<file path="src/rtl/dump_ctrl_pkg.sv">
// Shared types and constants for the waveform-dump window sequencer.
package dump_ctrl_pkg;

  typedef enum logic [2:0] {
    ST_IDLE       = 3'd0,
    ST_WAIT_DL    = 3'd1,
    ST_WAIT_START = 3'd2,
    ST_DUMPING    = 3'd3,
    ST_DONE       = 3'd4
  } state_t;

  localparam int unsigned DEFAULT_CW  = 32;
  localparam int unsigned FRAME_NEVER = 0;

endpackage

</file>
<file path="src/rtl/sync_edge.sv">
// Two-flop synchronizer with a delay flop for rise/fall detection.
module sync_edge #(
  parameter logic RST_VAL = 1'b0
) (
  input  logic clk,
  input  logic rst_n,
  input  logic d,
  output logic rise,
  output logic fall
);

  logic d1, d2, d3;

  always_ff @(posedge clk or negedge rst_n) begin
    if (!rst_n) begin
      d1 <= RST_VAL;
      d2 <= RST_VAL;
      d3 <= RST_VAL;
    end else begin
      d1 <= d;
      d2 <= d1;
      d3 <= d2;
    end
  end

  assign rise = d2 & ~d3;
  assign fall = d3 & ~d2;

endmodule

</file>
<file path="src/rtl/dump_window_ctrl.sv">
// Frame-counting sequencer that opens/closes the waveform dump window
// and raises a sticky finish request at programmed frame numbers.
module dump_window_ctrl
  import dump_ctrl_pkg::*;
#(
  parameter int unsigned CW       = DEFAULT_CW,
  parameter int unsigned USE_DL   = 0,
  parameter int unsigned DL_GUARD = 1000
) (
  input  logic          clk,
  input  logic          rst_n,
  input  logic          dump_en,
  input  logic          vs,
  input  logic          downloading,
  input  logic [CW-1:0] start_frame,
  input  logic [CW-1:0] stop_frame,
  input  logic [CW-1:0] finish_frame,
  output logic [CW-1:0] frame_cnt,
  output logic          frame_stb,
  output logic          dump_on,
  output logic          dump_off,
  output logic          dumping,
  output logic          sim_done,
  output logic [2:0]    state
);

  localparam int unsigned GW = (DL_GUARD > 0) ? $clog2(DL_GUARD + 1) : 1;
  localparam logic [CW-1:0] NEVER = CW'(FRAME_NEVER);

  state_t        state_q, state_nxt;
  logic [CW-1:0] cnt_nxt, nxt;
  logic          stb_nxt, on_nxt, off_nxt, done_nxt;
  logic          vs_fall, dl_rise, dl_fall;
  logic [GW-1:0] guard_cnt;
  logic          guard_ok, empty_win;

  // vs idles high, so its synchronizer resets high to avoid a false fall
  sync_edge #(.RST_VAL(1'b1)) u_vs_sync (
    .clk   (clk),
    .rst_n (rst_n),
    .d     (vs),
    .rise  (),
    .fall  (vs_fall)
  );

  sync_edge #(.RST_VAL(1'b0)) u_dl_sync (
    .clk   (clk),
    .rst_n (rst_n),
    .d     (downloading),
    .rise  (dl_rise),
    .fall  (dl_fall)
  );

  assign guard_ok = (guard_cnt == GW'(DL_GUARD));

  always_ff @(posedge clk or negedge rst_n) begin
    if (!rst_n)
      guard_cnt <= '0;
    else if (!guard_ok)
      guard_cnt <= guard_cnt + GW'(1);
  end

  assign nxt       = (frame_cnt == '1) ? frame_cnt : frame_cnt + CW'(1);
  assign empty_win = (stop_frame != NEVER) && (stop_frame <= start_frame);

  always_comb begin
    state_nxt = state_q;
    cnt_nxt   = frame_cnt;
    stb_nxt   = 1'b0;
    on_nxt    = 1'b0;
    off_nxt   = 1'b0;
    done_nxt  = sim_done;

    if ((state_q == ST_WAIT_START || state_q == ST_DUMPING) && vs_fall) begin
      cnt_nxt = nxt;
      stb_nxt = 1'b1;
    end

    unique case (state_q)
      ST_IDLE: begin
        if (dump_en) begin
          if (USE_DL != 0) begin
            state_nxt = ST_WAIT_DL;
          end else begin
            state_nxt = ST_WAIT_START;
            cnt_nxt   = '0;
          end
        end
      end
      ST_WAIT_DL: begin
        if (dl_fall && guard_ok) begin
          cnt_nxt   = '0;
          state_nxt = ST_WAIT_START;
        end
      end
      ST_WAIT_START, ST_DUMPING: begin
        // finish outranks download restart, which outranks stop/start
        if (vs_fall && finish_frame != NEVER && nxt == finish_frame) begin
          done_nxt  = 1'b1;
          off_nxt   = (state_q == ST_DUMPING);
          state_nxt = ST_DONE;
        end else if (USE_DL != 0 && dl_rise && guard_ok) begin
          off_nxt   = (state_q == ST_DUMPING);
          state_nxt = ST_WAIT_DL;
        end else if (state_q == ST_WAIT_START) begin
          // start_frame == 0 opens only from a fresh count so a closed window stays closed
          if (!empty_win &&
              ((start_frame == NEVER && frame_cnt == '0) ||
               (vs_fall && start_frame != NEVER && nxt == start_frame))) begin
            on_nxt    = 1'b1;
            state_nxt = ST_DUMPING;
          end
        end else if (vs_fall && stop_frame != NEVER && nxt == stop_frame) begin
          off_nxt   = 1'b1;
          state_nxt = ST_WAIT_START;
        end
      end
      ST_DONE: begin
        state_nxt = ST_DONE;
      end
      default: begin
        state_nxt = ST_IDLE;
      end
    endcase
  end

  always_ff @(posedge clk or negedge rst_n) begin
    if (!rst_n) begin
      state_q   <= ST_IDLE;
      frame_cnt <= '0;
      frame_stb <= 1'b0;
      dump_on   <= 1'b0;
      dump_off  <= 1'b0;
      sim_done  <= 1'b0;
    end else begin
      state_q   <= state_nxt;
      frame_cnt <= cnt_nxt;
      frame_stb <= stb_nxt;
      dump_on   <= on_nxt;
      dump_off  <= off_nxt;
      sim_done  <= done_nxt;
    end
  end

  assign dumping = (state_q == ST_DUMPING);
  assign state   = state_q;

endmodule

</file>
<file path="config.mk">
export PLATFORM = sky130hd
export DESIGN_NAME = dump_window_ctrl
export DESIGN_NICKNAME = d
export VERILOG_FILES = /design/src/rtl/dump_ctrl_pkg.sv /design/src/rtl/sync_edge.sv /design/src/rtl/dump_window_ctrl.sv
export SDC_FILE = /design/constraint.sdc
export NUM_CORES = 1
export LEC_CHECK = 0
export ABC_AREA = 1
export BUFFER_PORTS_ARGS = -buffer_cell sky130_fd_sc_hd__buf_2
export CAP_MARGIN = 20
export CELL_PAD_IN_SITES_DETAIL_PLACEMENT = 0
export CELL_PAD_IN_SITES_GLOBAL_PLACEMENT = 1
export CORE_ASPECT_RATIO = 0.8
export CORE_MARGIN = 1
export CORE_UTILIZATION = 38
export CTS_CLUSTER_SIZE = 8
export DETAILED_ROUTE_END_ITERATION = 6
export HOLD_SLACK_MARGIN = 0.05
export PLACE_DENSITY = 0.87
export SLEW_MARGIN = 20
export SYNTH_ARGS = -nofsm -noshare
export SYNTH_HDL_FRONTEND = slang
export SYNTH_SLANG_ARGS = --single-unit
export TNS_END_PERCENT = 20
</file>
<file path="constraint.sdc">
create_clock -name clk -period 2.6 [get_ports clk]
set_input_delay 0.52 -clock clk [delete_from_list [all_inputs] [get_ports clk]]
set_output_delay 0.52 -clock clk [all_outputs]
set_load 0.005 [all_outputs]
</file>
======== Yosys cells after proc, flatten, opt, wreduce, memory -nomap -nowiden ========
Index checks and enable logic that the tools add are counted.
cells by class
  muxes and demuxes ....................... 21
  reduce and logical (&&, ||, !) cells .... 23
  $lt $le $gt $ge ......................... 1
  $add $sub $neg .......................... 2
  bitwise gates (word level) .............. 4
  equal/unequal tests ..................... 13
operators by type and width
  operator               number
  $mux 32                4
  $eq 32x32->1           3
  $reduce_bool 32->1     3
  $logic_not 32->1       2
  $pmux 32 s2            1
  $add 32x1->32 const B  1
  $eq 32x32->1 const B   1
  $le 32x32->1           1
  $mux 3                 6
  $pmux 3 s4             1
  $logic_and 1x1->1      11
  $add 10x1->10 const B  1
  $eq 10x10->1 const B   1
  $mux 1                 9
  $ne 4x4->1 const B     2
  $eq 3x2->1 const B     2
  $ne 2x2->1 const B     2
  $reduce_and 4->1       1
  $eq 3x1->1 const B     1
  $eq 3x3->1 const B     1
  $logic_not 3->1        1
  $and 1x1->1            2
  $logic_or 1x1->1       2
  $not 1->1              2
  3 further kinds        3
storage, ports and cells
  output and inout port bits .............. 40
  flip-flop bits (word level) ............. 55
  logic and storage cells ................. 77
  input port bits ......................... 101

======== Longest topological paths before layout ========
Gate-level depths: netlist of the first run.
  depth in word-level cells ............... 10
  gate-level depth with buffers ........... 22
  depth with buffers taken out ............ 21

======== Cells and area by module ========
From an unflattened synthesis of the first run, not the netlist that was laid out.
second synthesis, totals
  cells, all modules ...................... 1,131
  area total of the unflattened synthesis .. 6,506.2 sq um
by module, submodules not included
  module                  cells an instance  area each (sq um)  instances
  dump_window_ctrl        1,117              6,322.3            1
  sync_edge at u_vs_sync  7                  93.8               1
  sync_edge at u_dl_sync  7                  90.1               1

======== Worst setup path after synthesis of the first run ========
No wires, ideal clock.
  path type ............................... reg-to-reg
  from .................................... reg frame_cnt[1]
  to ...................................... reg state_q[0] (netlist: state[0])
  stages on the path, launching flop included .. 19
  data required time ...................... 2.478 ns
  slack ................................... 0.208 ns
  setup time .............................. 0.122 ns
  arrival time ............................ 2.270 ns
  buffers on the path ..................... 1
  path through ............................ dfrtp_1 > ha_1 > inv_2 > nor2_4 > nand2_4 > nor2_8 > nand2_4 > buf_6 > nand2_2 > xor2_1 > nand3_1 > nor2_1 > nand2_1 > nor2_1 > nand2_2 > nand3_1 > nand2_1 > nor2_1 > nor2_1
between the ends
  longest elaborated chain between the ends .. 8
RTL lines
  what                                           line                     source
  start, declared                                dump_window_ctrl.sv:18   output logic [CW-1:0] frame_cnt,
  start signal, assigned                         dump_window_ctrl.sv:137  frame_cnt <= cnt_nxt;
  $add 32x1->32 or $eq 32x32->1 (tied branches)  dump_window_ctrl.sv:63   assign nxt = (frame_cnt == '1) ? frame_cnt : frame_cnt + CW'(1);
  $mux 32                                        dump_window_ctrl.sv:63
  $eq 32x32->1                                   dump_window_ctrl.sv:109  (vs_fall && start_frame != NEVER && nxt == start_frame))) begin
  $logic_and 1x1->1                              dump_window_ctrl.sv:109
  $logic_or 1x1->1                               dump_window_ctrl.sv:108  ((start_frame == NEVER && frame_cnt == '0) ||
  $logic_and 1x1->1                              dump_window_ctrl.sv:107  if (!empty_win &&
  $ne 4x4->1 (no source line)                    --
  $reduce_and 4->1 (no source line)              --
  end signal, assigned                           dump_window_ctrl.sv:136  state_q <= state_nxt;
  end, declared                                  dump_window_ctrl.sv:30   state_t state_q, state_nxt;
Parallel ways exist; a longest one is shown, timed or not.
A chain may end at the register's enable or synchronous reset.

======== Worst setup path in the final report of the first run ========
  from .................................... reg frame_cnt[3]
  to ...................................... reg state_q[0] (netlist: state[0])
Same word-level chain as after synthesis.

==> summary.txt, run 1 <==
# fillers = 1,611
Clock Pin Slew Worst Setup and Hold Paths = 0.08 ns
Yosys warnings = 0
DRT Pass-1 Iters = 5
Critical Path Source = frame_cnt[3]$_DFF_PN0_
Critical path class = reg2reg
Sequential area share after synthesis = 22.0%
Crit end category = register
Internal = 1.42 mW
Req. time, crit path = 2.80 ns
Reg2Reg Depth = 20
Final core area utilization = 58.5%
Post-synth net total = 1,202
ANT nets after route = 0
Setup crit end = state[0]$_DFFE_PN0P_
Routed wl met3 = 3.21 mm
Vias per cell = 5.30
Gpl congestion = 1.03
Main synth FF type = dfrtp_1
First-pass GRT wire length = 45.8 mm
Fin crit period = 2.65 ns
Finish-stage setup viols = 1
DR WL/cell = 19.6 um
Die area = 0.0170 mm^2
Sequential share of power = 41.4%
# IOs = 141
Largest net degree at the start of global routing = 31
Clock Power Share = 35.7%
Setup TNS = -0.0542 ns
Lkg Pwr = 5.15 nW
Final net count = 1,522
Fmax = 377 MHz
Drt drc = 0
Register area = 0.00138 mm^2
Worst Tran Pin Value = 0.683 ns
Top delay family on crit path = simple AND/OR/NAND/NOR gates
Max IR drop VDD = 0.239 mV
Rel. slew slack = 54.4%
Crit-path max FO = 6
Power per cell area = 223 mW/mm^2
Seq cells post-synth = 55
Stages on the worst setup path = 20
# diodes = 0
Metal-1 WL = 14.3 mm
WL final = 31.4 mm
Slowest CP cell = dfrtp_1
Clock Tree Root = clkbuf_16
CTS sink count = 55
CP Launch Type = register
Worst Hold Slack = 0.0734 ns
Final Instance Area = 0.00934 mm^2
Fin. max-slew vios = 0
Via Count = 8,481
Number of global-route vias before repair = 8,098
I/O Buffers = 140
Share of layout cells above drive strength 1 = 33.4%
H-tree depth = 2
Placement Cell Area = 0.00836 mm^2
Area occupied by multi-input gates = 0.00457 mm^2
Mapped cell area = 0.00626 mm^2
Final period utilization = 102%
Sw frac = 31.8%
Biggest register = frame_cnt
Core ar. = 0.0160 mm^2
Top cell by count, worst path = nor2_1
Cell row count = 41
Initial antenna violation count = 0
Final Hold Fails = 0
Setup ws final = -0.0542 ns
Clock Latency Late Sink = 0.32 ns
Mean Syn Cell Area = 5.88 um^2
Post-DP HPWL = 26.3 mm
Power share of the combinational group = 22.9%
DR iter-0 viols = 816
Critical R2R Launch = frame_cnt[3]$_DFF_PN0_
Reg2reg setup slack = -0.05 ns
Synth async-reset ratio = 100%
CP max stage delay = 0.40 ns
Highest routed layer = met4
Max-Cap Viols = 0
RR Endpoint = state[0]$_DFFE_PN0P_
CTS Buf Count = 5
Failing checks = negative setup slack
Netlist cell types = 33
Worst Path Arrival = 2.86 ns
Area growth, synth to finish = 49.1%
Largest register FFs = 32
Hold Path Class = in2async
Instance count of the mapped netlist = 1,065
Die height = 117 um
Worst Path Buf+Inv = 4
Remaining Overflow, GRT = 0
Status = finished with violations
Total track usage = 36.8%
Final Total Pwr = 2.09 mW
P_sw = 664 uW
EDFF count, synth = 0
CTS tree = yes
Met2 WL = 13.2 mm
RSZ-0062 raised after global routing = yes
Die width = 146 um
Initial core utilization = 39.3%
Critical-path cell list = buf_6 -> nand2_2 -> nor2_4 -> nand2_4 -> nor2_8 -> buf_12 -> nand2_8 -> buf_4 -> nand2_4 -> inv_4 -> nand2_1 -> nand4_1 -> nor2_1 -> nand2_1 -> nor2_2 -> nand2_2 -> nand3_1 -> nor2_2 -> nor2_1 -> nor2_1
Clock skew = 0.0109 ns
CTS max path bufs = 2
## kinds of logic after synthesis
group                    count (synthesis)  share of synthesized area (%)
buffers and inverters                  202                           12.7
adder cells (fa/ha/maj)                 36                           7.19
AND/OR/NAND/NOR                        639                           45.2
XOR/XNOR                                31                           4.46
AO/OA/AOI/OAI                          102                           8.37
flip-flops                              55                           22.0
## stage by stage
step,cells,setup WS [ns]
global route,1601,-0.164
floorplan,1065,0.208
detailed placement,1561,-0.298
global placement,1561,-0.349
CTS,1584,0.000838
finish,1601,-0.0542
## cells in the mapped netlist (all sizes together) (3+ instances only)
master | count | area (um^2)
nand4 | 50 | 313
buf | 10 | 75.1
xor2 | 28 | 253
a21oi | 52 | 260
inv | 183 | 687
dfrtp | 52 | 1300
nand3b | 5 | 37.5
nor3 | 8 | 40.0
dfstp | 3 | 78.8
nor2 | 124 | 512
nand3 | 129 | 646
o211ai | 3 | 22.5
xnor2 | 3 | 26.3
nand2 | 316 | 1240
ha | 36 | 450
nor4 | 4 | 25.0
o21ai | 44 | 220
clkbuf | 8 | 30.0
## layout by cell type (no fill, tap or decap), types with 3 or more instances in the layout
cell / synthesis / routed
nor2_2: 3 / 18
inv_1: 180 / 178
xor2_2: 1 / 9
buf_12: 0 / 5
nor4_1: 4 / 4
nand2_1: 300 / 262
nor2_4: 3 / 17
nor2_1: 117 / 88
buf_2: 6 / 140
inv_2: 3 / 4
nand2_4: 3 / 13
nand2_2: 13 / 40
buf_4: 0 / 175
buf_6: 4 / 7
o21ai_0: 44 / 42
dfrtp_1: 52 / 49
xor2_1: 27 / 17
xnor2_1: 3 / 3
nand3_2: 0 / 7
ha_1: 36 / 35
nand3_1: 129 / 121
dfstp_2: 3 / 3
o211ai_1: 3 / 3
clkbuf_16: 0 / 5
dfrtp_2: 0 / 3
a21oi_1: 52 / 50
nor3_1: 8 / 8
nand3b_1: 5 / 5
nand4_1: 50 / 50
## layout make-up
type / instances / share of cell area [%]
Multi-Input combinational cell: 809 / 49.0
Timing Repair Buffer: 330 / 24.2
Sequential cell: 55 / 14.8
Inverter: 184 / 7.42
Tap cell: 215 / 2.88
Clock buffer: 5 / 1.34
Clock inverter: 3 / 0.308
## worst min-delay path by stage
stage	to	depth (start not counted)	startpoint	slack (ns)
5_1_grt	guard_cnt[2]$_DFFE_PN0P_	1	rst_n	0.09
3_5_place_dp	u_vs_sync.d2$_DFF_PN1_	0	u_vs_sync.d1$_DFF_PN1_	0.35
4_1_cts	guard_cnt[9]$_DFFE_PN0P_	1	rst_n	0.08
6_report	guard_cnt[2]$_DFFE_PN0P_	1	rst_n	0.07
3_3_place_gp	u_dl_sync.d2$_DFF_PN0_	0	u_dl_sync.d1$_DFF_PN0_	0.33
2_1_floorplan	dump_off$_DFF_PN0_	0	rst_n	0.22
## layer usage
layer / up-vias / global-route usage, %
li1: 4049 / -
met1: 3965 / 51.5
met2: 416 / 56.9
met3: 51 / 8.06
met4: 0 / 10.5
met5: - / 0
## timing repair
action,in CTS,in global routing
endpoints found under the setup margin,6,6
pin swaps,14,46
cloned,2,0
gates resized for setup,49,90
buffers inserted,13,18
hold buffers,0,0
## worst reg2reg max path, cell delays in order, from the launching register on
cell	delay, ns
dfrtp_1	0.40
buf_6	0.15
nand2_2	0.09
nor2_4	0.13
nand2_4	0.10
nor2_8	0.20
buf_12	0.14
nand2_8	0.09
buf_4	0.16
nand2_4	0.07
inv_4	0.06
nand2_1	0.08
nand4_1	0.12
nor2_1	0.11
nand2_1	0.07
nor2_2	0.19
nand2_2	0.11
nand3_1	0.09
nor2_2	0.05
nor2_1	0.10
nor2_1	0.05
## power by group through the flow
stage / clock network, mW / registers, mW / logic (mW)
2_1_floorplan: 0 / 0.879 / 0.204
3_3_place_gp: 0 / 0.879 / 0.459
3_5_place_dp: 0 / 0.880 / 0.460
4_1_cts: 0.752 / 0.863 / 0.464
5_1_grt: 0.778 / 0.864 / 0.527
6_report: 0.745 / 0.863 / 0.478
Note: power is estimated with default switching activity, not from simulation.
==> run 2, diff against run 1 <==
- CORE_UTILIZATION: 38 -> 41
- PLACE_DENSITY: 0.87 -> 0.92
- clock period: 2.6 -> 3.4 ns (I/O delays scaled with it)
==> run 2 against run 1 <==
  * The run ends with design-rule violations left
  * Maximum frequency shrank 15%
  * Flip-flop and latch count is the same
  * Clock power shrank 26%
  * Critical endpoint unchanged
==> summary.txt, run 2 (synthesis results as in run 1) <==
Status = finished with violations (unchanged)
Failing checks = design-rule violations (was negative setup slack)
# diodes = 0 (unchanged)
Gpl congestion = 1.06 (was 1.03)
DR WL/cell = 18.8 um (was 19.6 um)
Rel. slew slack = 53.7% (was 54.4%)
Critical path class = reg2reg (unchanged)
WL final = 26.3 mm (was 31.4 mm)
Finish-stage setup viols = 0 (was 1)
Die width = 140 um (was 146 um)
Commonest non-fill, non-tap cells in the layout = nand2_1, inv_1, buf_2 (was nand2_1, inv_1, buf_4)
# IOs = 141 (unchanged)
CTS max path bufs = 2 (unchanged)
Lkg Pwr = 4.16 nW (was 5.15 nW)
Critical R2R Launch = frame_cnt[0]$_DFF_PN0_ (was frame_cnt[3]$_DFF_PN0_)
I/O Buffers = 140 (unchanged)
First-pass GRT wire length = 39.4 mm (was 45.8 mm)
Worst Path Arrival = 3.33 ns (was 2.86 ns)
Biggest register = frame_cnt (unchanged)
ANT nets after route = 0 (unchanged)
Setup TNS = 0 ns (was -0.0542 ns)
Reg2reg setup slack = 0.26 ns (was -0.05 ns)
DR iter-0 viols = 814 (was 816)
Final core area utilization = 49.0% (was 58.5%)
H-tree depth = 2 (unchanged)
Core ar. = 0.0150 mm^2 (was 0.0160 mm^2)
Die area = 0.0158 mm^2 (was 0.0170 mm^2)
CTS tree = yes (unchanged)
Cell row count = 40 (was 41)
Initial antenna violation count = 0 (unchanged)
Number of global-route vias before repair = 6,869 (was 8,098)
Max IR drop VDD = 0.153 mV (was 0.239 mV)
Most common cell after layout, fill and taps aside = nand2_1 (unchanged)
Final period utilization = 92.3% (was 102%)
Hold Path Origin = u_dl_sync.d1$_DFF_PN0_
Clock Tree Root = clkbuf_16 (unchanged)
Power per cell area = 209 mW/mm^2 (was 223 mW/mm^2)
Remaining Overflow, GRT = 0 (unchanged)
Hold Path Class = reg2reg (was in2async)
Fin. max-slew vios = 0 (unchanged)
Postcts setup bufs = 0 (was 13)
Drt drc = 1 (was 0)
Max-Cap Viols = 0 (unchanged)
Die height = 113 um (was 117 um)
Crit-path max FO = 43 (was 6)
Reg2Reg Depth = 18 (was 20)
Largest register FFs = 32 (unchanged)
# fillers = 1,626 (was 1,611)
CP Launch Type = register (unchanged)
Total track usage = 33.6% (was 36.8%)
Post-DP HPWL = 22.4 mm (was 26.3 mm)
Initial core utilization = 41.8% (was 39.3%)
Worst Tran Pin Value = 0.693 ns (was 0.683 ns)
Crit end category = register (unchanged)
Vias per cell = 5.43 (was 5.30)
RR Endpoint = state[0]$_DFFE_PN0P_ (unchanged)
CTS sink count = 55 (unchanged)
Share of layout cells above drive strength 1 = 15.8% (was 33.4%)
Clock Latency Late Sink = 0.32 ns (about the same)
Setup crit end = state[0]$_DFFE_PN0P_ (unchanged)
Largest net degree at the start of global routing = 46 (was 31)
Via Count = 7,577 (was 8,481)
Clock Pin Slew Worst Setup and Hold Paths = 0.09 ns (was 0.08 ns)
CTS Buf Count = 5 (unchanged)
Final net count = 1,342 (was 1,522)
Critical Path Source = frame_cnt[0]$_DFF_PN0_ (was frame_cnt[3]$_DFF_PN0_)
Fmax = 319 MHz (was 377 MHz)
Final Hold Fails = 0 (unchanged)
Post-CTS resize count = 0 (was 49)
Clock skew = 0.0214 ns (was 0.0109 ns)
DRT Pass-1 Iters = 7 (was 5)
RSZ-0062 raised after global routing = no (was yes)
Req. time, crit path = 3.59 ns (was 2.80 ns)
Hold buffers post-CTS = 0 (unchanged)
Fin crit period = 3.14 ns (was 2.65 ns)
Area growth, synth to finish = 17.2% (was 49.1%)
run 2: worst min-delay path by stage:
stage | slack, ns | end | cells past startpoint
floorplan | 0.33 | u_dl_sync.d2$_DFF_PN0_ | 0
global placement | 0.33 | u_dl_sync.d2$_DFF_PN0_ | 0
detailed placement | 0.34 | u_dl_sync.d2$_DFF_PN0_ | 0
CTS | 0.35 | u_dl_sync.d2$_DFF_PN0_ | 0
global route | 0.36 | u_vs_sync.d2$_DFF_PN1_ | 0
finish | 0.35 | u_dl_sync.d2$_DFF_PN0_ | 0
run 2: metal layers:
layer / vias to the layer above / GRT usage (%) / share of wire, % / wire (um)
met4: 0 / 10.5 / 2.8 / 722
met2: 409 / 49.9 / 41 / 10900
met1: 3439 / 50.8 / 47 / 12400
met5: - / 0 / 0 / 0
li1: 3694 / - / - / -
met3: 35 / 3.33 / 8.5 / 2230
run 2: worst max-delay path, cell delays in order (launching register included):
cell     delay, ns
dfrtp_1       0.45
ha_1          0.21
inv_2         0.05
nor2_4        0.15
nand2_4       0.12
nor2_8        0.18
nand2_4       0.33
nand2_2       0.32
inv_1         0.18
nand2_1       0.11
nand4_1       0.11
nor2_1        0.11
nand2_1       0.09
nor2_1        0.20
nand2_2       0.10
nand3_1       0.09
nand2_1       0.05
nor2_1        0.10
nor2_1        0.04
run 2: cell type report:
class	count	area [um^2]	area share (%)
inverter	184	691	9.41
timing repair buffer	151	796	10.8
clock inverter	3	22.5	0.307
sequential	55	1380	18.8
clock buffer	5	125	1.71
tap	189	236	3.22
multi-input combinational	808	4090	55.7
run 2: where the power goes:
part	total [mW]	switching, mW	internal, mW
logic	0.316	0.196	0.119
registers	0.660	0.00121	0.659
clock network	0.555	0.278	0.277
total	1.53	0.475	1.06
run 2: through the flow:
step / power [mW] / worst slack [ns] / cells / instance area, um^2 / hold slack (ns)
after floorplan: 0.829 / 1.01 / 1065 / 6260 / 0.331
after global placement: 0.986 / 0.408 / 1387 / 7190 / 0.332
after detailed placement: 0.984 / 0.395 / 1387 / 7190 / 0.338
after CTS: 1.53 / 0.360 / 1395 / 7340 / 0.353
after global routing: 1.59 / 0.0745 / 1395 / 7340 / 0.361
final: 1.53 / 0.262 / 1395 / 7340 / 0.353
==> run 3, diff against run 2 <==
- CELL_PAD_IN_SITES_DETAIL_PLACEMENT: 0 -> default
- CELL_PAD_IN_SITES_GLOBAL_PLACEMENT: 1 -> default
- CORE_UTILIZATION: 41 -> 55
- GPL_TIMING_DRIVEN: default -> 0
- PLACE_DENSITY: 0.92 -> 0.85
==> run 3 against run 2 <==
  * Design area is 0.46% lower
  * Wire length decreased by 1.7%
  * The run still ends with design-rule violations left
  * Setup slack worse by 0.11 ns
  * Combinational power decreased by 2%
  * Critical endpoint unchanged
  * Highest routed layer unchanged
  * Largest power group unchanged
==> summary.txt, run 3 (synthesis results as in run 1) <==
Power share of the combinational group = 20.3% (was 20.6%)
Finish-stage setup viols = 0 (unchanged)
H-tree depth = 2 (unchanged)
Share of layout cells above drive strength 1 = 15.7% (was 15.8%)
CTS tree = yes (unchanged)
Die width = 121 um (was 140 um)
Met3 usage = 7.10% (was 3.33%)
ANT nets after route = 0 (unchanged)
Largest net degree at the start of global routing = 56 (was 46)
Biggest register = frame_cnt (unchanged)
Area growth, synth to finish = 16.6% (was 17.2%)
Clock Power Share = 36.3% (about the same)
Commonest non-fill, non-tap cells in the layout = nand2_1, inv_1, buf_2 (unchanged)
Busiest grt layer = met2 (was met1)
Top cell by count, worst path = nand2_1 (was nor2_1)
RSZ-0062 raised after global routing = no (unchanged)
Clock Latency Late Sink = 0.30 ns (was 0.32 ns)
Initial core utilization = 57.1% (was 41.8%)
Worst Tran Pin Value = 0.717 ns (was 0.693 ns)
Clock skew = 0.0109 ns (was 0.0214 ns)
Clock Pin Slew Worst Setup and Hold Paths = 0.08 ns (was 0.09 ns)
Lkg Pwr = 4.14 nW (was 4.16 nW)
Status = finished with violations (unchanged)
CP max stage delay = 0.53 ns (was 0.45 ns)
Fin crit period = 3.25 ns (was 3.14 ns)
Postcts setup bufs = 0 (unchanged)
CTS max path bufs = 2 (unchanged)
Placement Cell Area = 0.00715 mm^2 (was 0.00719 mm^2)
Largest register FFs = 32 (unchanged)
# diodes = 0 (unchanged)
Power per cell area = 208 mW/mm^2 (was 209 mW/mm^2)
Cell row count = 34 (was 40)
Final period utilization = 95.6% (was 92.3%)
# fillers = 1,076 (was 1,626)
DR iter-0 viols = 1,100 (was 814)
Sw frac = 30.5% (was 31.1%)
CTS sink count = 55 (unchanged)
Top delay family on crit path = simple AND/OR/NAND/NOR gates (unchanged)
Critical path class = reg2reg (unchanged)
Slowest CP cell = xor2_1 (was dfrtp_1)
Final Total Pwr = 1.52 mW (was 1.53 mW)
Total track usage = 44.8% (was 33.6%)
CTS Buf Count = 5 (unchanged)
Sequential share of power = 43.3% (was 43.1%)
Met2 Use GR = 65.4% (was 49.9%)
Crit-path max FO = 6 (was 43)
CP Launch Type = register (unchanged)
WL final = 25.8 mm (was 26.3 mm)
Rel. slew slack = 52.0% (was 53.7%)
DR WL/cell = 19.0 um (was 18.8 um)
Final net count = 1,349 (was 1,342)
Max IR drop VDD = 0.176 mV (was 0.153 mV)
DRT Pass-1 Iters = 7 (unchanged)
Internal = 1.06 mW (about the same)
Hold Path Class = reg2reg (unchanged)
Gpl congestion = 1.08 (was 1.06)
Via Count = 8,073 (was 7,577)
Req. time, crit path = 3.64 ns (was 3.59 ns)
Final Hold Fails = 0 (unchanged)
Initial antenna violation count = 0 (unchanged)
Clock Tree Root = clkbuf_16 (unchanged)
Number of global-route vias before repair = 7,464 (was 6,869)
Core ar. = 0.0110 mm^2 (was 0.0150 mm^2)
Die area = 0.0118 mm^2 (was 0.0158 mm^2)
Remaining Overflow, GRT = 0 (unchanged)
Drt drc = 1 (unchanged)
Max-Cap Viols = 0 (unchanged)
Setup TNS = 0 ns (unchanged)
Die height = 97.4 um (was 113 um)
Fmax = 308 MHz (was 319 MHz)
# IOs = 141 (unchanged)
Post-DP HPWL = 21.7 mm (was 22.4 mm)
Final Instance Area = 0.00730 mm^2 (was 0.00734 mm^2)
Most common cell after layout, fill and taps aside = nand2_1 (unchanged)
Worst Path Arrival = 3.49 ns (was 3.33 ns)
Failing checks = design-rule violations (unchanged)
Crit end category = register (unchanged)
P_sw = 464 uW (was 475 uW)
First-pass GRT wire length = 39.8 mm (was 39.4 mm)
I/O Buffers = 140 (unchanged)
Vias per cell = 5.95 (was 5.43)
Fin. max-slew vios = 0 (unchanged)
Critical-path cell list = ha_1 -> inv_2 -> nor2_4 -> nand3_1 -> xor2_1 -> nand2_1 -> nand2_1 -> nand4_1 -> nor2_1 -> nand2_1 -> nor2_1 -> nand2_1 -> nand2_1 -> nand2_1 -> nor2_2 -> nor2_1 -> nor2_1 (was ha_1 -> inv_2 -> nor2_4 -> nand2_4 -> nor2_8 -> nand2_4 -> nand2_2 -> inv_1 -> nand2_1 -> nand4_1 -> nor2_1 -> nand2_1 -> nor2_1 -> nand2_2 -> nand3_1 -> nand2_1 -> nor2_1 -> nor2_1)
Met1 Resource Use GR = 63.9% (was 50.8%)
Worst Path Buf+Inv = 1 (was 2)
-- run 3: cell types whose count changed in the layout (fill, tap and decap cells not counted), sizes merged --
cell	previous run	this run
buf	151	150
clkinvlp	0	1
clkinv	3	2
clkbuf	5	13
-- run 3: metrics by stage --
stage               util, %  hold slack, ns  instances  setup WS, ns
floorplan                 -           0.331       1065          1.01
global placement       65.1           0.332       1349         0.230
detailed placement     65.1           0.336       1349         0.210
CTS                    66.5           0.354       1357         0.198
global route           66.5           0.358       1357        0.0172
finish                 66.5           0.353       1357         0.148
-- run 3: repair_timing --
| action | CTS | global route |
|---|---|---|
| resized for setup | 0 | 2 |
| endpoints found under the setup margin | 0 | 2 |
| hold buffers | 0 | 0 |
-- run 3: power by group through the flow --
stage          Combinational, mW  Clock (mW)  Sequential (mW)
4_1_cts                    0.301       0.550            0.660
2_1_floorplan              0.156           0            0.672
3_5_place_dp               0.300           0            0.673
6_report                   0.310       0.553            0.660
3_3_place_gp               0.293           0            0.673
5_1_grt                    0.345       0.572            0.660
-- run 3: final timing paths --
path / startpoint / endpoint / slack, ns / cells after the start
max in group asynchronous: rst_n / frame_cnt[3]$_DFF_PN0_ / 2.50 / 1
max reg2reg: frame_cnt[1]$_DFF_PN0_ / state[0]$_DFFE_PN0P_ / 0.15 / 17
min reg2reg: u_dl_sync.d1$_DFF_PN0_ / u_dl_sync.d2$_DFF_PN0_ / 0.35 / 0
min in group asynchronous: rst_n / guard_cnt[3]$_DFFE_PN0P_ / 0.43 / 1
min: u_dl_sync.d1$_DFF_PN0_ / u_dl_sync.d2$_DFF_PN0_ / 0.35 / 0
max: frame_cnt[1]$_DFF_PN0_ / state[0]$_DFFE_PN0P_ / 0.15 / 17
-- run 3: final cells by class --
cell class              count  area (um^2)  area share, %
multi-input cells         808         4090           56.0
flip-flops and latches     55         1380           18.9
repair buffers            140          703           9.63
inverters                 184          691           9.46
well taps                 144          180           2.47
clock buffers               5          125           1.71
plain buffers              18          105           1.44
clock inverters             3         27.5          0.377
-- run 3: layer usage --
layer | share of wire, % | routed length, um | vias up
met3 | 13 | 3330 | 101
met1 | 41 | 10500 | 3621
met2 | 41 | 10600 | 624
met4 | 5.2 | 1340 | 0
met5 | 0 | 0 | -
li1 | - | - | 3727
